## config.mk

```make
export PLATFORM = sky130hd
export DESIGN_NAME = seven_seg_driver
export DESIGN_NICKNAME = d
export VERILOG_FILES = /design/src/rtl/seg_pkg.sv /design/src/rtl/hex_to_seg.sv /design/src/rtl/seven_seg_driver.sv
export SDC_FILE = /design/constraint.sdc
export NUM_CORES = 1
export LEC_CHECK = 0
export ABC_AREA = 1
export CAP_MARGIN = 20
export CORE_AREA = 2 2 93 95
export DETAILED_ROUTE_END_ITERATION = 8
export DIE_AREA = 0 0 95 97
export GPL_TIMING_DRIVEN = 1
export PLACE_DENSITY = 0.67
export SYNTH_ARGS = -nofsm -noshare
export SYNTH_HDL_FRONTEND = slang
export SYNTH_SLANG_ARGS = --single-unit
```

## constraint.sdc

```tcl
create_clock -name clk -period 1.3 [get_ports clk]
set_input_delay 0.195 -clock clk [delete_from_list [all_inputs] [get_ports clk]]
set_output_delay 0.195 -clock clk [all_outputs]
set_load 0.05 [all_outputs]
```

## src/rtl/seg_pkg.sv

```systemverilog
// Shared types and constants for the seven-segment display driver.
// Scan state encoding, display word layout and all-off patterns.
package seg_pkg;

   typedef enum logic {
      S_BLANK = 1'b0,
      S_DRIVE = 1'b1
   } state_e;

   typedef struct packed {
      logic [3:0]  dp;
      logic [15:0] data;
   } disp_t;

   localparam logic [6:0] SEG_OFF    = 7'h7F;
   localparam logic [3:0] ANODES_OFF = 4'hF;

   function automatic int max_int(input int a, input int b);
      return (a > b) ? a : b;
   endfunction

endpackage

```

## src/rtl/hex_to_seg.sv

```systemverilog
// Combinational hex nibble to active-low {g,f,e,d,c,b,a} segment pattern.
module hex_to_seg (
   input  logic [3:0] nibble_i,
   output logic [6:0] seg_o
);

   always_comb begin
      seg_o = 7'h7F;
      case (nibble_i)
         4'h0: seg_o = 7'h40;
         4'h1: seg_o = 7'h79;
         4'h2: seg_o = 7'h24;
         4'h3: seg_o = 7'h30;
         4'h4: seg_o = 7'h19;
         4'h5: seg_o = 7'h12;
         4'h6: seg_o = 7'h02;
         4'h7: seg_o = 7'h78;
         4'h8: seg_o = 7'h00;
         4'h9: seg_o = 7'h10;
         4'hA: seg_o = 7'h08;
         4'hB: seg_o = 7'h03;
         4'hC: seg_o = 7'h46;
         4'hD: seg_o = 7'h21;
         4'hE: seg_o = 7'h06;
         4'hF: seg_o = 7'h0E;
         default: seg_o = 7'h7F;
      endcase
   end

endmodule

```

## src/rtl/seven_seg_driver.sv

```systemverilog
// Time-multiplexed 4-digit common-anode display driver with dead-time
// between digits and frame-synchronous data swap.
module seven_seg_driver
   import seg_pkg::*;
#(
   parameter int DIGIT_CYCLES = 100000,
   parameter int BLANK_CYCLES = 1000
) (
   input  logic        clk,
   input  logic        reset_n,
   input  logic [15:0] data_in,
   input  logic [3:0]  dp_in,
   input  logic        load,
   input  logic        blank,
   output logic [3:0]  an,
   output logic [6:0]  seg,
   output logic        dp,
   output logic        frame_done
);

   localparam int MAX_CYCLES = max_int(DIGIT_CYCLES, BLANK_CYCLES);
   localparam int CW         = (MAX_CYCLES > 1) ? $clog2(MAX_CYCLES) : 1;
   localparam logic [CW-1:0] DIGIT_LAST = CW'(DIGIT_CYCLES - 1);
   localparam logic [CW-1:0] BLANK_LAST = CW'(BLANK_CYCLES - 1);

   state_e        state_q, state_d;
   logic [1:0]    idx_q, idx_d;
   logic [CW-1:0] cnt_q, cnt_d;
   disp_t         pend_q, pend_d;
   disp_t         disp_q, disp_d;
   logic [3:0]    an_q, an_d;
   logic [6:0]    seg_q, seg_d;
   logic          dp_q, dp_d;
   logic          frame_done_q, frame_done_d;
   logic [3:0]    nibble;
   logic [6:0]    seg_w;
   disp_t         load_val;

   assign load_val = disp_t'({dp_in, data_in});
   assign nibble   = disp_q.data[{idx_q, 2'b00} +: 4];

   hex_to_seg u_hex_to_seg (
      .nibble_i (nibble),
      .seg_o    (seg_w)
   );

   always_ff @(posedge clk or negedge reset_n) begin
      if (!reset_n) begin
         state_q <= S_BLANK;
         idx_q   <= 2'd0;
         cnt_q   <= '0;
      end else begin
         state_q <= state_d;
         idx_q   <= idx_d;
         cnt_q   <= cnt_d;
      end
   end

   always_comb begin
      state_d = state_q;
      idx_d   = idx_q;
      cnt_d   = cnt_q + CW'(1);
      case (state_q)
         S_BLANK: begin
            if (cnt_q == BLANK_LAST) begin
               state_d = S_DRIVE;
               cnt_d   = '0;
            end
         end
         S_DRIVE: begin
            if (cnt_q == DIGIT_LAST) begin
               state_d = S_BLANK;
               idx_d   = idx_q + 2'd1;
               cnt_d   = '0;
            end
         end
         default: begin
            state_d = S_BLANK;
            cnt_d   = '0;
         end
      endcase
   end

   // The registered frame_done marks the swap cycle, so a load seen on the
   // same cycle as the visible pulse goes straight into disp.
   always_comb begin
      an_d = ANODES_OFF;
      if (state_q == S_DRIVE && !blank) begin
         an_d[idx_q] = 1'b0;
      end
      seg_d        = seg_w;
      dp_d         = ~disp_q.dp[idx_q];
      frame_done_d = (state_q == S_DRIVE) && (idx_q == 2'd3) && (cnt_q == DIGIT_LAST);
      pend_d       = load ? load_val : pend_q;
      disp_d       = disp_q;
      if (frame_done_q) begin
         disp_d = load ? load_val : pend_q;
      end
   end

   always_ff @(posedge clk or negedge reset_n) begin
      if (!reset_n) begin
         pend_q       <= '0;
         disp_q       <= '0;
         an_q         <= ANODES_OFF;
         seg_q        <= SEG_OFF;
         dp_q         <= 1'b1;
         frame_done_q <= 1'b0;
      end else begin
         pend_q       <= pend_d;
         disp_q       <= disp_d;
         an_q         <= an_d;
         seg_q        <= seg_d;
         dp_q         <= dp_d;
         frame_done_q <= frame_done_d;
      end
   end

   assign an         = an_q;
   assign seg        = seg_q;
   assign dp         = dp_q;
   assign frame_done = frame_done_q;

endmodule
```

== After elaboration in Yosys (flattened, before gate mapping) ==
Memory sizes are Yosys's and may differ from the RTL's. A register that Yosys moved wholly into a read port is not among the register bits.
Cells that the tools add are included.

* Add/sub/neg operators: 2
* Multipliers: 0
* Div/mod/pow operators: 0
* Magnitude comparators: 2
* Equal/unequal tests: 3
* Shifts and indexed selects: 1
* Muxes and demuxes: 12
* Bitwise gates (word level): 3
* Reductions and logical operators: 7

{| class="wikitable"
|+ Operator list
! cell !! count
|-
| $mux 17 || 2
|-
| $pmux 17 s2 || 1
|-
| $mux 20 || 1
|-
| $add 17x1->17 const B || 1
|-
| $eq 17x10->1 const B || 1
|-
| $eq 17x17->1 const B || 1
|-
| $shiftx 16x5->4 || 1
|-
| $logic_and 1x1->1 || 4
|-
| $mux 1 || 4
|-
| $mux 4 || 1
|-
| $not 4->4 || 1
|-
| $lt 2x3->1 const B || 1
|-
| $add 2x1->2 const B || 1
|-
| $bmux 1 s2 || 1
|-
| $demux 1 s2 || 1
|-
| $eq 2x2->1 const B || 1
|-
| $ge 2x1->1 const B || 1
|-
| $logic_not 1->1 || 2
|-
| $not 1->1 || 2
|-
| $pmux 1 s2 || 1
|-
| $reduce_and 2->1 || 1
|}

* Bits in registers: 66
* Bits in latches: 0
* Bits in writable memories: 0
* Bits in read-only memories: 112
* Input port bits: 24
* Output and inout port bits: 13
* Logic and storage cells: 41
* Memories: 1

{| class="wikitable"
|+ Memory list
! name !! words !! width !! read ports !! clocked after Yosys merged registers in !! wr ports !! RTL line !! source
|-
| (name not given) || 16 || 7 || 1 || 1 || 0 || hex_to_seg.sv:9 || <nowiki>case (nibble_i)</nowiki>
|}

== Logic depth before layout (Yosys ltp) ==
* Depth after elaboration: 6
* Depth in mapped cells: 11

== By module ==
A second synthesis with hierarchy kept.

* Cell total of the unflattened synthesis: 345
* Area total of the unflattened synthesis: 3563.4 um2

{| class="wikitable"
|+ By module, submodules not included
! module !! times used !! cells an instance !! area an instance (um2) !! seq. area each (um2)
|-
| seven_seg_driver || 1 || 296 || 3289.4 || 1841.8
|-
| hex_to_seg || 1 || 49 || 274.0 || 0.0
|}

== Worst setup path before layout ==
No wires, ideal clock.

* Path kind: register to register
* Start: register frame_done_q, in the netlist frame_done
* End: register disp_q[0] in the netlist's numbering
* Data arrival time: 1397 ps
* Data required time: 1175 ps
* Setup slack: -221 ps
* Stages on the path, launching flop included: 4
* Clock period less this slack: 1521 ps
* Cell sequence: dfrtp_1 -> buf_2 -> buf_2 -> mux2_2

{| class="wikitable"
|+ RTL lines
! element !! RTL line !! source
|-
| from (decl) || seven_seg_driver.sv:34 || <nowiki>logic frame_done_q, frame_done_d;</nowiki>
|-
| from (signal assigned) || seven_seg_driver.sv:115 || <nowiki>frame_done_q <= frame_done_d;</nowiki>
|-
| to (signal assigned) || seven_seg_driver.sv:111 || <nowiki>disp_q <= disp_d;</nowiki>
|-
| to (decl) || seven_seg_driver.sv:30 || <nowiki>disp_t disp_q, disp_d;</nowiki>
|}

No word-level cell between the ends.

== Worst setup path in the final report ==
* Start: register cnt_q[0]
* End: register idx_q[0]

* Cells in the longest elaborated chain, start to end: 2

{| class="wikitable"
|+ RTL lines
! element !! RTL line !! source
|-
| from (decl) || seven_seg_driver.sv:28 || <nowiki>logic [CW-1:0] cnt_q, cnt_d;</nowiki>
|-
| from (signal assigned) || seven_seg_driver.sv:55 || <nowiki>cnt_q <= cnt_d;</nowiki>
|-
| $eq 17x17->1 || seven_seg_driver.sv:71 || <nowiki>if (cnt_q == DIGIT_LAST) begin</nowiki>
|-
| $reduce_and 2->1 (no line) || - ||
|-
| to (signal assigned) || seven_seg_driver.sv:54 || <nowiki>idx_q <= idx_d;</nowiki>
|-
| to (decl) || seven_seg_driver.sv:27 || <nowiki>logic [1:0] idx_q, idx_d;</nowiki>
|}

Every way passes these cells.
A chain may end at the register's enable or synchronous reset.

==> flow_summary.toml <==
[cells_and_area]
multiInputGateArea_um2 = 1970
layout_commonest_cell = "sky130_fd_sc_hd__dfrtp_1"
final_cell_mix = "sky130_fd_sc_hd__dfrtp_1 (55), sky130_fd_sc_hd__nand2_1 (47), sky130_fd_sc_hd__buf_4 (28)"
final_area_um2 = 5220
register_area_um2 = 1850
drive_above_1_share_pct = 50.7
layout-area-overhead-vs-synth_pct = 44.4
final_net_count = 470
final.fill_count = 586
num_antenna_cells = 0

[cts]
worst_setup_hold_path_clk_slew_ns = 0.09
max-clock-path-buffers = 2
clock_tree_from_tritoncts = "done"
clk_latency_ns = 0.36
clockRootBuffer = "sky130_fd_sc_hd__clkbuf_8"
numClockSinks = 73
cts_made_buffers = 9
ctsHtreeMaxLevel = 3

[drt]
metal1_wirelength_um = 3600
routed_via_density = 5.04
first_iter_violations = 154
routed_wirelength_um = 8110
drt_pre_antenna_iters = 4
num_vias = 2745
wire_per_inst_um = 14.9
antenna_violating_nets_post_route = 0
drc = 0
maxUsedRoutingLayer = "met4"
dr_wl_met2_um = 4090
wl_met3_um = 306

[logic_synthesis]
synth_area_um2 = 3610
syn_nets = 390
post_synth_main_area_contributors = "sky130_fd_sc_hd__dfrtp_1 (42%), sky130_fd_sc_hd__dfstp_2 (8.7%), sky130_fd_sc_hd__nand2_1 (7.1%)"
yosys_register_bits = 73
sequential_cell_area_fraction_in_the_yosys_report_pct = 51.0
ys.warnings.count = 0
synth_area_leader_cell = "sky130_fd_sc_hd__dfrtp_1"
proportion_of_netlist_area_held_by_the_largest_area_contributor_pct = 42.2
syn_inst = 355
synth.lib_cells_used.distinct = 30
synth.avg_cell_area_um2 = 10.2

[worst_setup_path]
critical_path.max_stage_delay_ns = 0.42
critical_path_required_ns = 1.53
timing.critical_path.from = "cnt_q[0]$_DFF_PN0_"
worstPathArrival_ns = 1.68
crit_path_top_delay_cell = "sky130_fd_sc_hd__dfrtp_1"
worst_setup_path_end_kind = "flip-flop"
crit_path_cell_trace = "ha_4 > nand2_8 > inv_8 > nand2_8 > nor2_4 > nand3_4 > xor2_1"
worstPathMaxFanout = 7
timing.rr.start = "cnt_q[0]$_DFF_PN0_"
critical-path-top-cell-by-count = "sky130_fd_sc_hd__nand2_8"
critical_path.startpoint_type = "flip-flop"
critical_path_class = "reg -> reg"

[global_route]
vias_in_the_first_global_route = 2699
gr-usage-all-layers_pct = 18.1
first_pass_grt_wire_length_um = 13000
grt_max_degree = 74
overflow = 0
grt_antenna_before_repair = 0

[die]
ioPinCount = 37
start_util_pct = 44.4
floorplan.core_area_um2 = 8130
rows = 33
overall_die_height_um = 97
die_area_um2 = 9220
die_width_um = 95

[worst_hold_path]
holdCritPathClass = "in -> async"

[timing]
final_min_period_over_clock_period_pct = 111
final-max-slew-violation-count = 0
finalHoldViolations = 0
final.setup.tns_ns = -1.82
period_needed_ns = 1.45
max_slew.worst_pin.slew_ns = 0.396
worst_clk_skew_ns = 0.0103
max_freq_mhz = 691
timing.final.ws_setup_ns = -0.148
relSlewSlack_pct = 73.6
grt_setup_unrepaired = "yes"
setup_viol_count_final = 25

[power]
total_power_uw = 4300
power.density_nw_per_um2 = 824
vdd_drop_max_uv = 541
cellLeakagePower_uw = 0.00244

[place]
pre_cts_ws_ns = -0.348
io_buffers = 36
postPlaceCellArea_um2 = 4410
dp.final_hpwl_um = 4880
final_gp_congestion = 0.879

[run]
cap_violations = 0

[run_status]
status = "finished, violations left"
violations = "negative setup slack"
## flip-flops by register name (all words and copies together) (netlist names)
register and flops:
disp_q 20, dp 1, idx_q 2, frame_done 1
cnt_q 17, seg 7, pend_q 20, state_q 1
an 4
## cell families (layout without fill, tap and decap cells)
logic type               count (synthesis)  in the layout  share of synthesized area [%]
AO/OA/AOI/OAI                           16             16                           2.46
XOR/XNOR                                10             10                           2.42
adder cells (fa/ha/maj)                 11             11                           3.81
buffers and inverters                   48            133                           6.26
flip-flops                              73             73                           51.0
multiplexers                            37             37                           13.5
AND/OR/NAND/NOR                        160            160                           20.6
## layer usage
| layer | vias to the layer above | global-route usage [%] |
|---|---|---|
| met1 | 1373 | 24.8 |
| met5 | - | 0 |
| met2 | 60 | 28.2 |
| li1 | 1302 | - |
| met3 | 10 | 4.36 |
| met4 | 0 | 6.02 |
## synth_stat cells
| cell type | count |
|---|---|
| sky130_fd_sc_hd__nor2_4 | 2 |
| sky130_fd_sc_hd__inv_1 | 31 |
| sky130_fd_sc_hd__nand3_1 | 30 |
| sky130_fd_sc_hd__buf_4 | 2 |
| sky130_fd_sc_hd__nand4_1 | 5 |
| sky130_fd_sc_hd__a21oi_1 | 5 |
| sky130_fd_sc_hd__inv_2 | 5 |
| sky130_fd_sc_hd__nand2_4 | 4 |
| sky130_fd_sc_hd__dfrtp_1 | 61 |
| sky130_fd_sc_hd__ha_1 | 11 |
| sky130_fd_sc_hd__o21ai_0 | 5 |
| sky130_fd_sc_hd__o21ai_1 | 2 |
| sky130_fd_sc_hd__a22oi_1 | 1 |
| sky130_fd_sc_hd__xnor2_1 | 1 |
| sky130_fd_sc_hd__nand2_1 | 68 |
| sky130_fd_sc_hd__nor3_1 | 6 |
| sky130_fd_sc_hd__nand3_2 | 3 |
| sky130_fd_sc_hd__xor2_1 | 9 |
| sky130_fd_sc_hd__mux2i_4 | 1 |
| sky130_fd_sc_hd__o21ai_2 | 1 |
| sky130_fd_sc_hd__nand2_2 | 6 |
| sky130_fd_sc_hd__dfstp_2 | 12 |
| sky130_fd_sc_hd__nor2_2 | 3 |
| sky130_fd_sc_hd__nor2_1 | 33 |
| sky130_fd_sc_hd__o22ai_1 | 2 |
| sky130_fd_sc_hd__mux2_2 | 20 |
| sky130_fd_sc_hd__buf_6 | 4 |
| sky130_fd_sc_hd__inv_4 | 1 |
| sky130_fd_sc_hd__buf_2 | 5 |
| sky130_fd_sc_hd__mux2_4 | 16 |
## area by class of cell
| type | instances | share of cell area (%) |
|---|---|---|
| Tap cell | 105 | 2.52 |
| Multi-Input combinational cell | 234 | 37.7 |
| Sequential cell | 73 | 35.4 |
| Inverter | 37 | 3.14 |
| Clock buffer | 9 | 2.37 |
| Timing Repair Buffer | 80 | 17.7 |
| Clock inverter | 7 | 1.20 |
## stage by stage
step	utilization, %	hold slack [ns]	cells
after floorplan	-	-0.101	355
after global placement	54.2	0.255	508
after detailed placement	54.2	0.254	508
after CTS	60.5	0.400	538
after global routing	64.2	0.432	545
final	64.2	0.377	545
## worst max-delay path: cells and delay by family, from the launching register on
family / cells / cell delay (ns)
xor gates and xnor gates: 1 / 0.18
adders and majority gates: 1 / 0.19
buffers and inverters: 1 / 0.08
DFF: 1 / 0.42
and+or+nand+nor: 4 / 0.46
## worst paths after layout
path | to | slack [ns] | cells past startpoint
min | cnt_q[3]$_DFF_PN0_ | 0.38 | 3
max in group asynchronous | seg[2]$_DFF_PN1_ | 0.55 | 3
min in group clk | an[3]$_DFF_PN1_ | 0.43 | 3
min reg2reg | dp$_DFF_PN1_ | 0.50 | 3
max reg2reg | idx_q[0]$_DFFE_PN0P_ | -0.15 | 7
max | idx_q[0]$_DFFE_PN0P_ | -0.15 | 7
## power by group
group | internal [uW] | leakage, uW | switching (uW) | total, uW
registers | 2330 | 0.000888 | 20.8 | 2350
logic | 159 | 0.00146 | 101 | 260
clock network | 728 | 0.0000923 | 959 | 1690
## what timing repair did
action,CTS,global route
hold buffers,1,0
gates cloned,1,0
pin swaps,32,21
setup endpoints to repair,23,27
resized for setup,49,65
setup buffers,12,8
endpoints found under the hold margin,61,0
(Power assumes the default switching activity.)
==> variant 1: new RTL, config.mk and constraints unchanged <==
Register the input `dp_in` before use, cleared by the reset. The logic sees it one clock later. The other inputs are not delayed to match.
--- a/src/rtl/seven_seg_driver.sv
+++ b/src/rtl/seven_seg_driver.sv
@@ -23,6 +23,16 @@
    localparam logic [CW-1:0] DIGIT_LAST = CW'(DIGIT_CYCLES - 1);
    localparam logic [CW-1:0] BLANK_LAST = CW'(BLANK_CYCLES - 1);
 
+   logic [3:0] dp_r;
+
+   always_ff @(posedge clk or negedge reset_n) begin
+      if (!reset_n) begin
+         dp_r <= '0;
+      end else begin
+         dp_r <= dp_in;
+      end
+   end
+
    state_e        state_q, state_d;
    logic [1:0]    idx_q, idx_d;
    logic [CW-1:0] cnt_q, cnt_d;
@@ -36,7 +46,7 @@
    logic [6:0]    seg_w;
    disp_t         load_val;
 
-   assign load_val = disp_t'({dp_in, data_in});
+   assign load_val = disp_t'({dp_r, data_in});
    assign nibble   = disp_q.data[{idx_q, 2'b00} +: 4];
 
    hex_to_seg u_hex_to_seg (
Formal check against the unedited RTL: same outputs for any inputs over 10 cycles, from zero or initial values and one cycle with reset_n low; that may be too few to reach the edited logic, so the function may still have changed.
==> variant 1 against the unedited design <==
The flow still finishes with violations (negative setup slack); setup slack improved by 0.026 ns; synthesized area is 2.9% higher; clock skew rose by 0.0040 ns; routed wire length grew 4.3%; power up 5.7%; sequential cell count is 4 higher; cell area grew 3.7%; combinational power up 7.7%; synthesized cell count is 1.7% higher; largest cell class unchanged.
==> variant 1: results (changes against the unedited design) <==
most instantiated cells after synthesis=74 x sky130_fd_sc_hd__nand2_1, 65 x sky130_fd_sc_hd__dfrtp_1, 31 x sky130_fd_sc_hd__inv_1, 31 x sky130_fd_sc_hd__nor2_1, 29 x sky130_fd_sc_hd__nand3_1; placed cell area=0.00456 sq mm (+3.5%); final total negative setup slack=-1.54 ns (+0.282 ns); via count of the first global-routing pass=2879 (+6.7%); DR vias/cell=5.02 (-0.33%); fraction of layout cells with a size suffix above 1=0.508 (+0.00105); R2R depth=10 (+3); adder and majority gate portion of the synthesized area=0.0370 (-0.00106); worst min-delay path class=input port to flop; number of flip-flops and latches=77 (+5.5%); number of nets in the finished design=475 (+1.1%); Worst-Margin Slew=0.366 ns (-0.0296 ns); data arrival time at the worst-slack endpoint=1.71 ns (+0.03 ns); result of the run=finished with violations; synthesized netlist net count=396 (+1.5%); proportion of final cell area spent on non-clock buffers=0.164 (-0.0126); detail-routed net length per standard cell=15.4 um (+3.4%); Largest stage delay, worst path=0.46 ns (+0.04 ns); Cells after Synth=361 (+1.7%); complex-gate fraction of the synthesized area=0.0209 (-0.00371); fin util=0.666 (+0.0240); worst-case setup slack after placement=-0.341 ns (+0.00686 ns); clock distribution area overhead in the final layout=0.0356 (-0.000132); total global routing track utilization=0.189 (+0.00827); largest net degree at the start of global routing=29 (-61%); count of routing violations after the opening detailed-route iteration=80 (-48%); smallest setup slack after layout=-0.123 ns (+0.0255 ns); dominant cells by area after synthesis=sky130_fd_sc_hd__dfrtp_1 44%, sky130_fd_sc_hd__dfstp_2 8.5%, sky130_fd_sc_hd__nand2_1 7.5%; number of inverters outside the clock class in the layout=38 (+2.7%); footprint of the multi-input gates=0.00208 sq mm (+6.0%); share of cell area taken by muxes after synthesis=0.131 (-0.00377); Setup violations, final=23 (-8.0%); violations in the final reports=negative setup slack; clock buffer count=11 (+2); fraction of area in registers=0.360 (+0.00549)
variant 1: cell count changes in the layout (fill, tap and decap cells not counted), sizes merged, moves of 2 or more:
cell and delta:
clkbuf +2, inv -2, clkinvlp +2, nand2 +10
dfrtp +4, nand4 -3, clkinv -2, buf -5
variant 1: repair_timing:
| action | 4_1_cts | 5_1_grt |
|---|---|---|
| hold buffers | 1 | 0 |
| cloned | 3 | 0 |
| setup endpoints to repair | 24 | 26 |
| gates resized for setup | 45 | 82 |
| hold endpoints to repair | 14 | 0 |
| pin swaps | 19 | 27 |
| buffers inserted | 7 | 6 |
variant 1: metal layers:
| metal | GRT usage | wire length, um | vias to the layer above |
|---|---|---|---|
| met5 | 0 | 0 | - |
| li1 | - | - | 1313 |
| met4 | 0.0624 | 81 | 0 |
| met1 | 0.237 | 3480 | 1374 |
| met3 | 0.0389 | 340 | 9 |
| met2 | 0.324 | 4550 | 65 |
variant 1: power by group:
part	switching, mW	internal, mW
sequential	0.0233	2.46
clock	0.887	0.892
combinational	0.112	0.168
==> variant 2: new RTL, same flow settings <==
Without the edit above. `BLANK_CYCLES`: 1000 -> 500.
--- a/src/rtl/seven_seg_driver.sv
+++ b/src/rtl/seven_seg_driver.sv
@@ -4,7 +4,7 @@
    import seg_pkg::*;
 #(
    parameter int DIGIT_CYCLES = 100000,
-   parameter int BLANK_CYCLES = 1000
+   parameter int BLANK_CYCLES = 500
 ) (
    input  logic        clk,
    input  logic        reset_n,
Behaviour: no difference found for any inputs over 10 cycles, from zero or initial values and one cycle with reset_n low; that may be too few to reach the edited logic, so the function may still have changed.
==> variant 2 against the unedited design <==
Die area did not move; synthesized area fell by 0.90%; synthesized cell count rose by 0.56%; clock skew fell by 0.0017 ns; largest power group unchanged; sequential cell count did not move; the flow still finishes with violations (negative setup slack); power rose by 15%; setup slack got worse by 0.037 ns; non-clock buffer count rose by 10; cell area rose by 3.4%; via count rose by 1.3%; routed wire length rose by 5.1%; utilization rose by 2.2 points.
==> variant 2: results (changes against the unedited design) <==
smallest setup slack after layout=-0.185 ns (-0.0366 ns); R2R depth=9 (+2); met3 layer wire length in the routed design=350 um (+14%); count of routing violations after the opening detailed-route iteration=131 (-15%); hpwl dp=5000 um (+2.6%); synthesized netlist net count=392 (+0.51%); total global routing track utilization=0.175 (-0.00639); violations in the final reports=negative setup slack; count of distinct cell types in the synthesized netlist=31 (+3.3%); final total negative setup slack=-2.82 ns (-0.995 ns); most instantiated cells after synthesis=80 x sky130_fd_sc_hd__nand2_1, 61 x sky130_fd_sc_hd__dfrtp_1, 36 x sky130_fd_sc_hd__mux2_2; proportion of final cell area spent on non-clock buffers=0.197 (+0.0206); r2r startpoint=idx_q[0]; Setup violations, final=23 (-8.0%); register area share after synthesis=0.514 (+0.00463); Worst-Margin Slew=0.399 ns (+0.00264 ns); fraction of standard cell area in multi-input logic=0.357 (-0.0194); global-route track usage on met1=0.246 (-0.00255); largest net degree at the start of global routing=35 (-53%); global-route wire length before repair=12600 um (-2.9%); number of nets in the finished design=481 (+2.3%); fraction of area in registers=0.343 (-0.0117); met2 global-route usage=0.261 (-0.0207); result of the run=finished with violations; Crit path max-delay family=buffers and inverters; worst-case setup slack after placement=-0.343 ns (+0.00454 ns)
[variant 2: worst min path at each step]
stage | start | end | slack [ns] | cells after the start
2_1_floorplan | reset_n | cnt_q[0] | -0.10 | 0
4_1_cts | reset_n | cnt_q[10] | 0.32 | 2
3_3_place_gp | reset_n | cnt_q[11] | 0.14 | 1
6_report | reset_n | cnt_q[10] | 0.31 | 2
5_1_grt | reset_n | cnt_q[10] | 0.35 | 2
3_5_place_dp | reset_n | cnt_q[15] | 0.15 | 1
[variant 2: repair_timing]
action / CTS / global route
endpoints found under the hold margin: 12 / 0
setup endpoints to repair: 24 / 35
gates resized for setup: 65 / 56
hold buffers: 1 / 0
gates cloned: 0 / 3
pin swaps: 24 / 30
buffers inserted: 4 / 9
